File: config.mk
export PLATFORM = sky130hd
export DESIGN_NAME = alu_op_sequencer
export DESIGN_NICKNAME = d
export VERILOG_FILES = /design/src/rtl/alu_pkg.sv /design/src/rtl/alu_regfile.sv /design/src/rtl/alu_op_sequencer.sv
export SDC_FILE = /design/constraint.sdc
export NUM_CORES = 1
export LEC_CHECK = 0
export ABC_AREA = 1
export CAP_MARGIN = 20
export CORE_UTILIZATION = 39
export DETAILED_ROUTE_END_ITERATION = 8
export GPL_TIMING_DRIVEN = 0
export PLACE_DENSITY_LB_ADDON = 0.2
export SLEW_MARGIN = 25
export SYNTH_ARGS = -nofsm -noshare
export SYNTH_HDL_FRONTEND = slang
export SYNTH_SLANG_ARGS = --single-unit
File: constraint.sdc
create_clock -name clk -period 11.7 [get_ports clk]
set_clock_uncertainty 0.1 [all_clocks]
set_input_delay 2.34 -clock clk [delete_from_list [all_inputs] [get_ports clk]]
set_output_delay 2.34 -clock clk [all_outputs]
set_load 0.01 [all_outputs]
File: src/rtl/alu_pkg.sv
// -----------------------------------------------------------------------------
// alu_pkg
// Types and constants shared by the ALU operation sequencer and its register
// file: the ALU select encoding, the sequencer state encoding and the ALU
// datapath width.
// -----------------------------------------------------------------------------
package alu_pkg;

   localparam int ALU_WIDTH = 16;

   typedef enum logic [1:0] {
      ALU_PASS = 2'b00,
      ALU_ADD  = 2'b01,
      ALU_SUB  = 2'b10,
      ALU_CLR  = 2'b11
   } alu_sel_t;

   typedef enum logic [1:0] {
      S_IDLE = 2'b00,
      S_EXEC = 2'b01,
      S_DONE = 2'b10
   } seq_state_t;

endpackage

File: src/rtl/alu_regfile.sv
// -----------------------------------------------------------------------------
// alu_regfile
// NUM_REGS x WIDTH register file with two asynchronous read ports and two
// write ports. The write-back port has priority over the direct load port
// when both target the same register on the same edge.
// Ports:
//   clk, rst            clock, asynchronous active-high reset (clears all regs)
//   rd_addr_a/rd_data_a read port A (combinational)
//   rd_addr_b/rd_data_b read port B (combinational)
//   ld_en/ld_addr/ld_data  direct load write port
//   wb_en/wb_addr/wb_data  ALU write-back port (wins on collision)
// -----------------------------------------------------------------------------
module alu_regfile
   import alu_pkg::*;
#(
   parameter int WIDTH    = ALU_WIDTH,
   parameter int NUM_REGS = 4,
   parameter int REG_AW   = $clog2(NUM_REGS)
) (
   input  logic              clk,
   input  logic              rst,
   input  logic [REG_AW-1:0] rd_addr_a,
   output logic [WIDTH-1:0]  rd_data_a,
   input  logic [REG_AW-1:0] rd_addr_b,
   output logic [WIDTH-1:0]  rd_data_b,
   input  logic              ld_en,
   input  logic [REG_AW-1:0] ld_addr,
   input  logic [WIDTH-1:0]  ld_data,
   input  logic              wb_en,
   input  logic [REG_AW-1:0] wb_addr,
   input  logic [WIDTH-1:0]  wb_data
);

   logic [WIDTH-1:0] mem [NUM_REGS];

   assign rd_data_a = mem[rd_addr_a];
   assign rd_data_b = mem[rd_addr_b];

   // Register storage: write-back checked first so it overrides a same-edge load
   always_ff @(posedge clk or posedge rst) begin
      if (rst) begin
         for (int i = 0; i < NUM_REGS; i++) begin
            mem[i] <= {WIDTH{1'b0}};
         end
      end else begin
         for (int i = 0; i < NUM_REGS; i++) begin
            if (wb_en && (wb_addr == REG_AW'(i))) begin
               mem[i] <= wb_data;
            end else if (ld_en && (ld_addr == REG_AW'(i))) begin
               mem[i] <= ld_data;
            end else begin
               mem[i] <= mem[i];
            end
         end
      end
   end

endmodule

File: src/rtl/alu_op_sequencer.sv
// -----------------------------------------------------------------------------
// alu_op_sequencer
// Accepts one ALU instruction per valid/ready handshake, reads both operands
// from the local register file, drives the external ALU inputs, and writes
// the ALU result back to the destination register one cycle later.
// Sequence: IDLE (accept) -> EXEC (write-back) -> DONE (done pulse) -> IDLE.
// Ports:
//   clk, rst                  clock, asynchronous active-high reset
//   instr_valid/instr_ready   instruction handshake (ready only in IDLE)
//   instr_op/rd/rs1/rs2       operation and register addresses
//   load_en/addr/data         direct register write, any state
//   alu_a/alu_b/alu_sel       registered drive to the ALU
//   alu_result                combinational ALU output
//   done/done_rd/done_data    one-cycle write-back report
// -----------------------------------------------------------------------------
module alu_op_sequencer
   import alu_pkg::*;
#(
   parameter int WIDTH    = ALU_WIDTH,
   parameter int NUM_REGS = 4,
   parameter int REG_AW   = $clog2(NUM_REGS)
) (
   input  logic              clk,
   input  logic              rst,
   input  logic              instr_valid,
   output logic              instr_ready,
   input  logic [1:0]        instr_op,
   input  logic [REG_AW-1:0] instr_rd,
   input  logic [REG_AW-1:0] instr_rs1,
   input  logic [REG_AW-1:0] instr_rs2,
   input  logic              load_en,
   input  logic [REG_AW-1:0] load_addr,
   input  logic [WIDTH-1:0]  load_data,
   output logic [WIDTH-1:0]  alu_a,
   output logic [WIDTH-1:0]  alu_b,
   output logic [1:0]        alu_sel,
   input  logic [WIDTH-1:0]  alu_result,
   output logic              done,
   output logic [REG_AW-1:0] done_rd,
   output logic [WIDTH-1:0]  done_data
);

   seq_state_t        state_r;
   seq_state_t        next_state_s;
   logic [REG_AW-1:0] rd_r;
   logic [WIDTH-1:0]  rs1_data_s;
   logic [WIDTH-1:0]  rs2_data_s;
   logic              accept_s;
   logic              wb_en_s;

   assign accept_s = (state_r == S_IDLE) && instr_valid;
   assign wb_en_s  = (state_r == S_EXEC);

   alu_regfile #(
      .WIDTH    (WIDTH),
      .NUM_REGS (NUM_REGS),
      .REG_AW   (REG_AW)
   ) u_regfile (
      .clk       (clk),
      .rst       (rst),
      .rd_addr_a (instr_rs1),
      .rd_data_a (rs1_data_s),
      .rd_addr_b (instr_rs2),
      .rd_data_b (rs2_data_s),
      .ld_en     (load_en),
      .ld_addr   (load_addr),
      .ld_data   (load_data),
      .wb_en     (wb_en_s),
      .wb_addr   (rd_r),
      .wb_data   (alu_result)
   );

   // FSM state register
   always_ff @(posedge clk or posedge rst) begin
      if (rst) begin
         state_r <= S_IDLE;
      end else begin
         state_r <= next_state_s;
      end
   end

   // FSM next-state logic
   always_comb begin
      next_state_s = state_r;
      case (state_r)
         S_IDLE: begin
            if (instr_valid) begin
               next_state_s = S_EXEC;
            end else begin
               next_state_s = S_IDLE;
            end
         end
         S_EXEC:  next_state_s = S_DONE;
         S_DONE:  next_state_s = S_IDLE;
         default: next_state_s = S_IDLE;
      endcase
   end

   // FSM output decode: only IDLE can take an instruction
   always_comb begin
      instr_ready = 1'b0;
      case (state_r)
         S_IDLE:  instr_ready = 1'b1;
         S_EXEC:  instr_ready = 1'b0;
         S_DONE:  instr_ready = 1'b0;
         default: instr_ready = 1'b0;
      endcase
   end

   // Operand/select capture at accept; values hold until the next accept so
   // a load to a source register during EXEC cannot disturb the in-flight op
   always_ff @(posedge clk or posedge rst) begin
      if (rst) begin
         alu_a   <= {WIDTH{1'b0}};
         alu_b   <= {WIDTH{1'b0}};
         alu_sel <= ALU_PASS;
         rd_r    <= {REG_AW{1'b0}};
      end else if (accept_s) begin
         alu_a   <= rs1_data_s;
         alu_b   <= rs2_data_s;
         alu_sel <= instr_op;
         rd_r    <= instr_rd;
      end else begin
         alu_a   <= alu_a;
         alu_b   <= alu_b;
         alu_sel <= alu_sel;
         rd_r    <= rd_r;
      end
   end

   // Completion report: done is high only in the cycle after the write-back edge
   always_ff @(posedge clk or posedge rst) begin
      if (rst) begin
         done      <= 1'b0;
         done_rd   <= {REG_AW{1'b0}};
         done_data <= {WIDTH{1'b0}};
      end else if (wb_en_s) begin
         done      <= 1'b1;
         done_rd   <= rd_r;
         done_data <= alu_result;
      end else begin
         done      <= 1'b0;
         done_rd   <= done_rd;
         done_data <= done_data;
      end
   end

endmodule

==> results.md, run 1 <==
- Status: complete, no violations
- Count of cell types in the netlist: 21
- Cell area after synthesis: 6680 sq um
- IO Port Bufs: 94
- CP endpoint: instr_ready
- Worst Setup Start Kind: register
- Remaining antenna violation count after routing: 0
- Grt total ovfl: 0
- Top_reg_cell synth: dfrtp_1
- Die ar.: ~18000 sq um
- Synth top area share: 0.450
- Via count: ~6600
- H-Tree Depth: 4
- Worst EP arrival: 1.77 ns
- Post-synth EDFFs: 0
- Reg clk slew, reported paths: 0.06 ns
- Core Area: 16600 sq um
- DRT Pass-1 Iters: 5
- Postcts setup bufs: 0
- TritonCTS Buffers: 17
- GRT Overall Usage: 0.269
- Cell taking the most area after synthesis: dfrtp_1
- Synthesized area per cell: 6.92 sq um
- Drt wl/cell: 17.0 microns
- Top post-synthesis cells by count: nand2_1, nand3_1, dfrtp_1, inv_1, buf_2
- Most frequent cell after synthesis: nand2_1
- Longest Clk Path Bufs: 2
- Min-Delay Path Class: register to register
- Share of cells above drive strength 1: 0.0888
- Routed WL: 22300 microns
- Antenna cells: 0
- Worst rel slew slack: 0.591
- Global-route wire length before repair: 36100 microns
- Initial DRC Count: 687
- Largest net degree at the start of global routing: 78
- Die Ht: 133 microns
- Syn. warnings: 0
- Initial core utilization: 0.401
- Worst Path Required: 9.26 ns
- Async set-or-reset flop fraction in the synthesized netlist: 1.00
- Final period util: 0.360
- Reg-to-Reg Start: rd_r[0]
- DP HPWL: 16800 microns
- Register area share after synthesis: 0.450
- Worst skew pair latency: roughly 0.43 ns
- Maximum clock rate: between 200 and 250 MHz
- Initial antenna violation count: 0
- Max VDD drop: around 0.13 mV
- Post-cts sizing count: 0
- Setup CP Type: register to output port
- CTS root buffer: clkbuf_16
- CTS Hold Bufs: 0
- Leading cell types by total area after synthesis: dfrtp_1, nand2_1, nand3_1
- Vias in the first global route: ~6300
- Vias/cell: 5.05
- Leakage: 4.56 nW
- R2r endpoint: u_regfile.mem[56]
- Die width: 133 microns
- Cells after Synth: 965
- Crit path max fanout: 4
- Pwr/cell area: 210 nW/um^2
- # IOs: 100
- Syn Nets: 1011
- Setup TNS: 0 ns
- RD Place Congestion: 0.934
- Critical path origin: state_r[0]
- Crit end category: output port
- Hold slack: 0.374 ns
- DRC: 0
- Min Tclk post-route: 4.21 ns
- Max-Cap Viols: 0
- Number of cell rows: 47
- Final Hold Vio Count: 0
- Clk sinks: 120
- Synthesized flop and latch total: 120
- Final #Nets: 1125
- Worst R2R Setup Slack: 9.93 ns
- Slew @ Worst Pin: 0.614 ns
- TritonCTS clock tree: yes
- Cells on worst reg2reg path: 7
- Synth-to-Final Area Change: 28.5%
- RSZ-0062 raised after global routing: no
- Max-slew violation count: 0
- Final setup violation count: 0
==> where the power goes <==
group          switching [mW]  leakage [nW]  total, mW  internal [mW]
combinational           0.319          2.76      0.569          0.250
sequential              0.103          1.49      0.660          0.557
clock                   0.197         0.313      0.577          0.380
==> critical path, cell delays in order, from the launching register on <==
cell and delay (ns):
dfrtp_1 0.49, nor2_2 0.27, clkdlybuf4s50_1 0.58
==> layer usage <==
layer  vias up  track usage  share of wire
li1       3250            -              -
met1      3055        0.380           0.47
met2       298        0.417           0.45
met3        19       0.0582          0.066
met4         0       0.0677          0.011
met5         -            0              0
==> metrics by stage <==
| stage | instances | power (mW) | util | area, sq um | setup slack, ns |
|---|---|---|---|---|---|
| floorplan | 965 | 0.960 | - | 6680 | 6.07 |
| global placement | 1279 | 1.22 | 0.474 | 7890 | 4.20 |
| detailed placement | 1280 | 1.23 | 0.476 | 7930 | 7.51 |
| CTS | 1312 | 1.81 | 0.515 | 8580 | 7.50 |
| global route | 1312 | 1.92 | 0.515 | 8580 | 7.49 |
| finish | 1312 | 1.81 | 0.515 | 8580 | 7.49 |
==> state kept, by name, summed over array words and instances (netlist names) <==
name	count
state_r	1
alu_b	16
done	1
alu_sel	2
alu_a	16
u_regfile.mem	64
done_rd	2
rd_r	2
done_data	16
==> cells in the final DEF, fill, tap and decap left out, drive strengths merged <==
| cell | count |
|---|---|
| nand3 | 201 |
| nand3b | 4 |
| nand2 | 435 |
| nor2 | 12 |
| dfrtp | 120 |
| clkinvlp | 2 |
| clkbuf | 29 |
| o21ai | 29 |
| nand4 | 4 |
| inv | 107 |
| buf | 46 |
| clkdlybuf4s50 | 94 |
| clkinv | 5 |
| bufinv | 4 |
==> cells by family after synthesis <==
kind of cell,after synthesis,share of synthesized area
flops,120,0.450
compound gates,29,0.0217
buf+inv,160,0.107
simple gates,656,0.421
==> how the worst min path moves through the flow <==
stage | start | endpoint | slack, ns | cells after the start
after floorplan | u_regfile.mem[60] | u_regfile.mem[60] | 0.35 | 2
after detailed placement | done_data[15] | done_data[15] | 0.36 | 2
final | alu_b[1] | alu_b[1] | 0.37 | 2
after global routing | alu_b[14] | alu_b[14] | 0.40 | 2
after CTS | alu_b[14] | alu_b[14] | 0.38 | 2
after global placement | alu_sel[0] | alu_sel[0] | 0.36 | 2
==> cell type report <==
class                           count  area (sq um)
Multi-Input combinational cell    685          2960
Sequential cell                   120          3000
Clock inverter                     10           166
Timing Repair Buffer               95           968
Tap cell                          220           275
Inverter                          108           413
Clock buffer                       22           484
Fill cell                        1641          8070
Buffer                             52           312
Note: power is estimated with default switching activity, not from simulation.
==> inputs of run 2 (changes only) <==
==> constraint.sdc (replaced) <==
create_clock -name clk -period 3.9 [get_ports clk]
set_clock_uncertainty 0.1 [all_clocks]
set_input_delay 0.78 -clock clk [delete_from_list [all_inputs] [get_ports clk]]
set_output_delay 0.78 -clock clk [all_outputs]
set_load 0.01 [all_outputs]
==> run 2 against run 1 <==
  * Final cell count is 0.23% higher
  * Critical path depth unchanged
  * First-iteration DRC count up 21%
  * Critical endpoint unchanged
  * Largest power group unchanged
==> results.md, run 2 (synthesis gave the netlist of run 1 again) <==
- Status: complete, no violations
- Post-Place Cell Area: 7980 sq um
- Final period util: 0.686
- DP HPWL: approximately 17000 microns
- Min-Delay Path Class: register to register
- Reg clk slew, reported paths: ~0.060 ns
- IO Port Bufs: 94
- Min Tclk post-route: 2.67 ns
- Clock power frac: 0.316
- Grt total ovfl: 0
- Final #Nets: 1128
- Vias in the first global route: roughly 6200
- Hold slack: between 0.3 and 0.4 ns
- Final core occ: 0.517
- Max-Cap Viols: 0
- Max-slew violation count: 0
- Crit path max fanout: 4
- Max FFs per register: 64
- CTS Hold Bufs: 0
- Slew @ Worst Pin: ~0.57 ns
- DRT Pass-1 Iters: 6
- PnR worst setup slack: 1.23 ns
- Drt wl/cell: about 17 microns
- Fin cells: 1315
- Core Area: 16600 sq um
- Final Hold Vio Count: 0
- Initial DRC Count: 828
- Die width: 133 microns
- Worst EP arrival: 1.79 ns
- Global-route wire length before repair: 35400 microns
- Initial antenna violation count: 0
- GRT Overall Usage: 0.265
- Worst skew pair latency: approximately 0.43 ns
- Total power: 5.40 mW
- Clk sinks: 120
- Vias/cell: 5.14
- Share of cells above drive strength 1: 0.0922
- Cell internal pwr: 3.51 mW
- RSZ-0062 raised after global routing: no
- Final setup violation count: 0
- Largest net degree at the start of global routing: 32
- RD Place Congestion: 0.927
- Placed insts: 1283
- Antenna cells: 0
- Commonest non-fill, non-tap cell in the layout: nand2_1
- Combinational share of power: 0.316
- Flop pwr share: 0.367
- Sw power: 1.89 mW
- Remaining antenna violation count after routing: 0
- Net Sw Frac: 0.350
- Worst slack, placed: 1.28 ns
- Worst rel slew slack: 0.621
- Maximum clock rate: 374 MHz
- H-Tree Depth: 4
- Crit end category: output port
- Die Ht: 133 microns
- DRC: 0
- Via count: 6757
- Max VDD drop: roughly 0.35 mV
- CTS root buffer: clkbuf_16
- Worst Setup Start Kind: register
- Synth-to-Final Area Change: 29.0%
- TritonCTS Buffers: 17
- Routed WL: 22300 microns
- Most frequent cells in the layout: nand2_1, nand3_1, dfrtp_1, inv_1, clkdlybuf4s50_1
- TritonCTS clock tree: yes
- Leakage: about 4.6 nW
- Reg with most FFs: u_regfile.mem
- Post-cts sizing count: 0
- # IOs: 100
- Setup TNS: 0 ns
- Post-route cell area: 8610 sq um
- Number of cell rows: 47
- Worst Path Required: between 3 and 4 ns
- Postcts setup bufs: 0
- Longest Clk Path Bufs: 2
- Initial core utilization: 0.401
- Die ar.: about 18000 sq um
- Pwr/cell area: 627 nW/um^2
- Setup CP Type: register to output port
run 2: changes by cell type in the layout (fill, tap and decap cells not counted), sizes merged:
cell,change
clkinvlp,+4
buf,+3
clkbuf,-4
run 2: path summary, 6_finish.rpt:
path,start,endpoint,slack (ns),cells past startpoint
max reg2reg,rd_r[0],u_regfile.mem[56],2.13,7
max in group asynchronous,rst,u_regfile.mem[47],2.54,4
max,state_r[0],instr_ready,1.23,2
min,alu_b[7],alu_b[7],0.37,2
min in group asynchronous,rst,alu_a[8],0.52,2
min reg2reg,alu_b[7],alu_b[7],0.37,2
run 2: worst max-delay path, stage by stage (launching register included):
cell             delay [ns]
dfrtp_1                0.49
nor2_2                 0.26
clkdlybuf4s50_1        0.61
run 2: power by group through the flow:
stage | sequential, mW | clock [mW] | combinational, mW
global placement | 1.99 | 0 | 1.66
finish | 1.98 | 1.71 | 1.71
detailed placement | 1.99 | 0 | 1.70
CTS | 1.97 | 1.72 | 1.71
global route | 2.02 | 1.78 | 1.90
floorplan | 1.97 | 0 | 0.909
run 2: layout make-up:
class | count | area (sq um)
Multi-Input combinational cell | 685 | 2960
Clock buffer | 18 | 439
Timing Repair Buffer | 98 | 1020
Clock inverter | 14 | 198
Tap cell | 220 | 275
Fill cell | 1703 | 8030
Inverter | 108 | 409
Buffer | 52 | 312
Sequential cell | 120 | 3000
run 2: metal layers:
layer,vias up,wire (microns),GRT usage
li1,3249,-,-
met1,3156,10500,0.381
met2,310,9700,0.397
met3,42,1540,0.0429
met4,0,578,0.104
met5,-,0,0
==> inputs of run 3 (changes only) <==
==> constraint.sdc (replaced) <==
create_clock -name clk -period 2.6 [get_ports clk]
set_clock_uncertainty 0.1 [all_clocks]
set_input_delay 0.52 -clock clk [delete_from_list [all_inputs] [get_ports clk]]
set_output_delay 0.52 -clock clk [all_outputs]
set_load 0.01 [all_outputs]
==> results of run 3 <==
Same layout as run 2 (identical final DEF). Status: complete, no violations.
Main changes from that run: setup slack after placement 1.28 ns -> 0.237 ns; setup slack after layout 1.23 ns -> 0.186 ns; hold slack 0.373 ns -> 0.262 ns; register-to-register setup slack 2.13 ns -> 0.83 ns; total power 5.40 mW -> 8.10 mW; worst IR drop on VDD 0.353 mV -> 0.529 mV
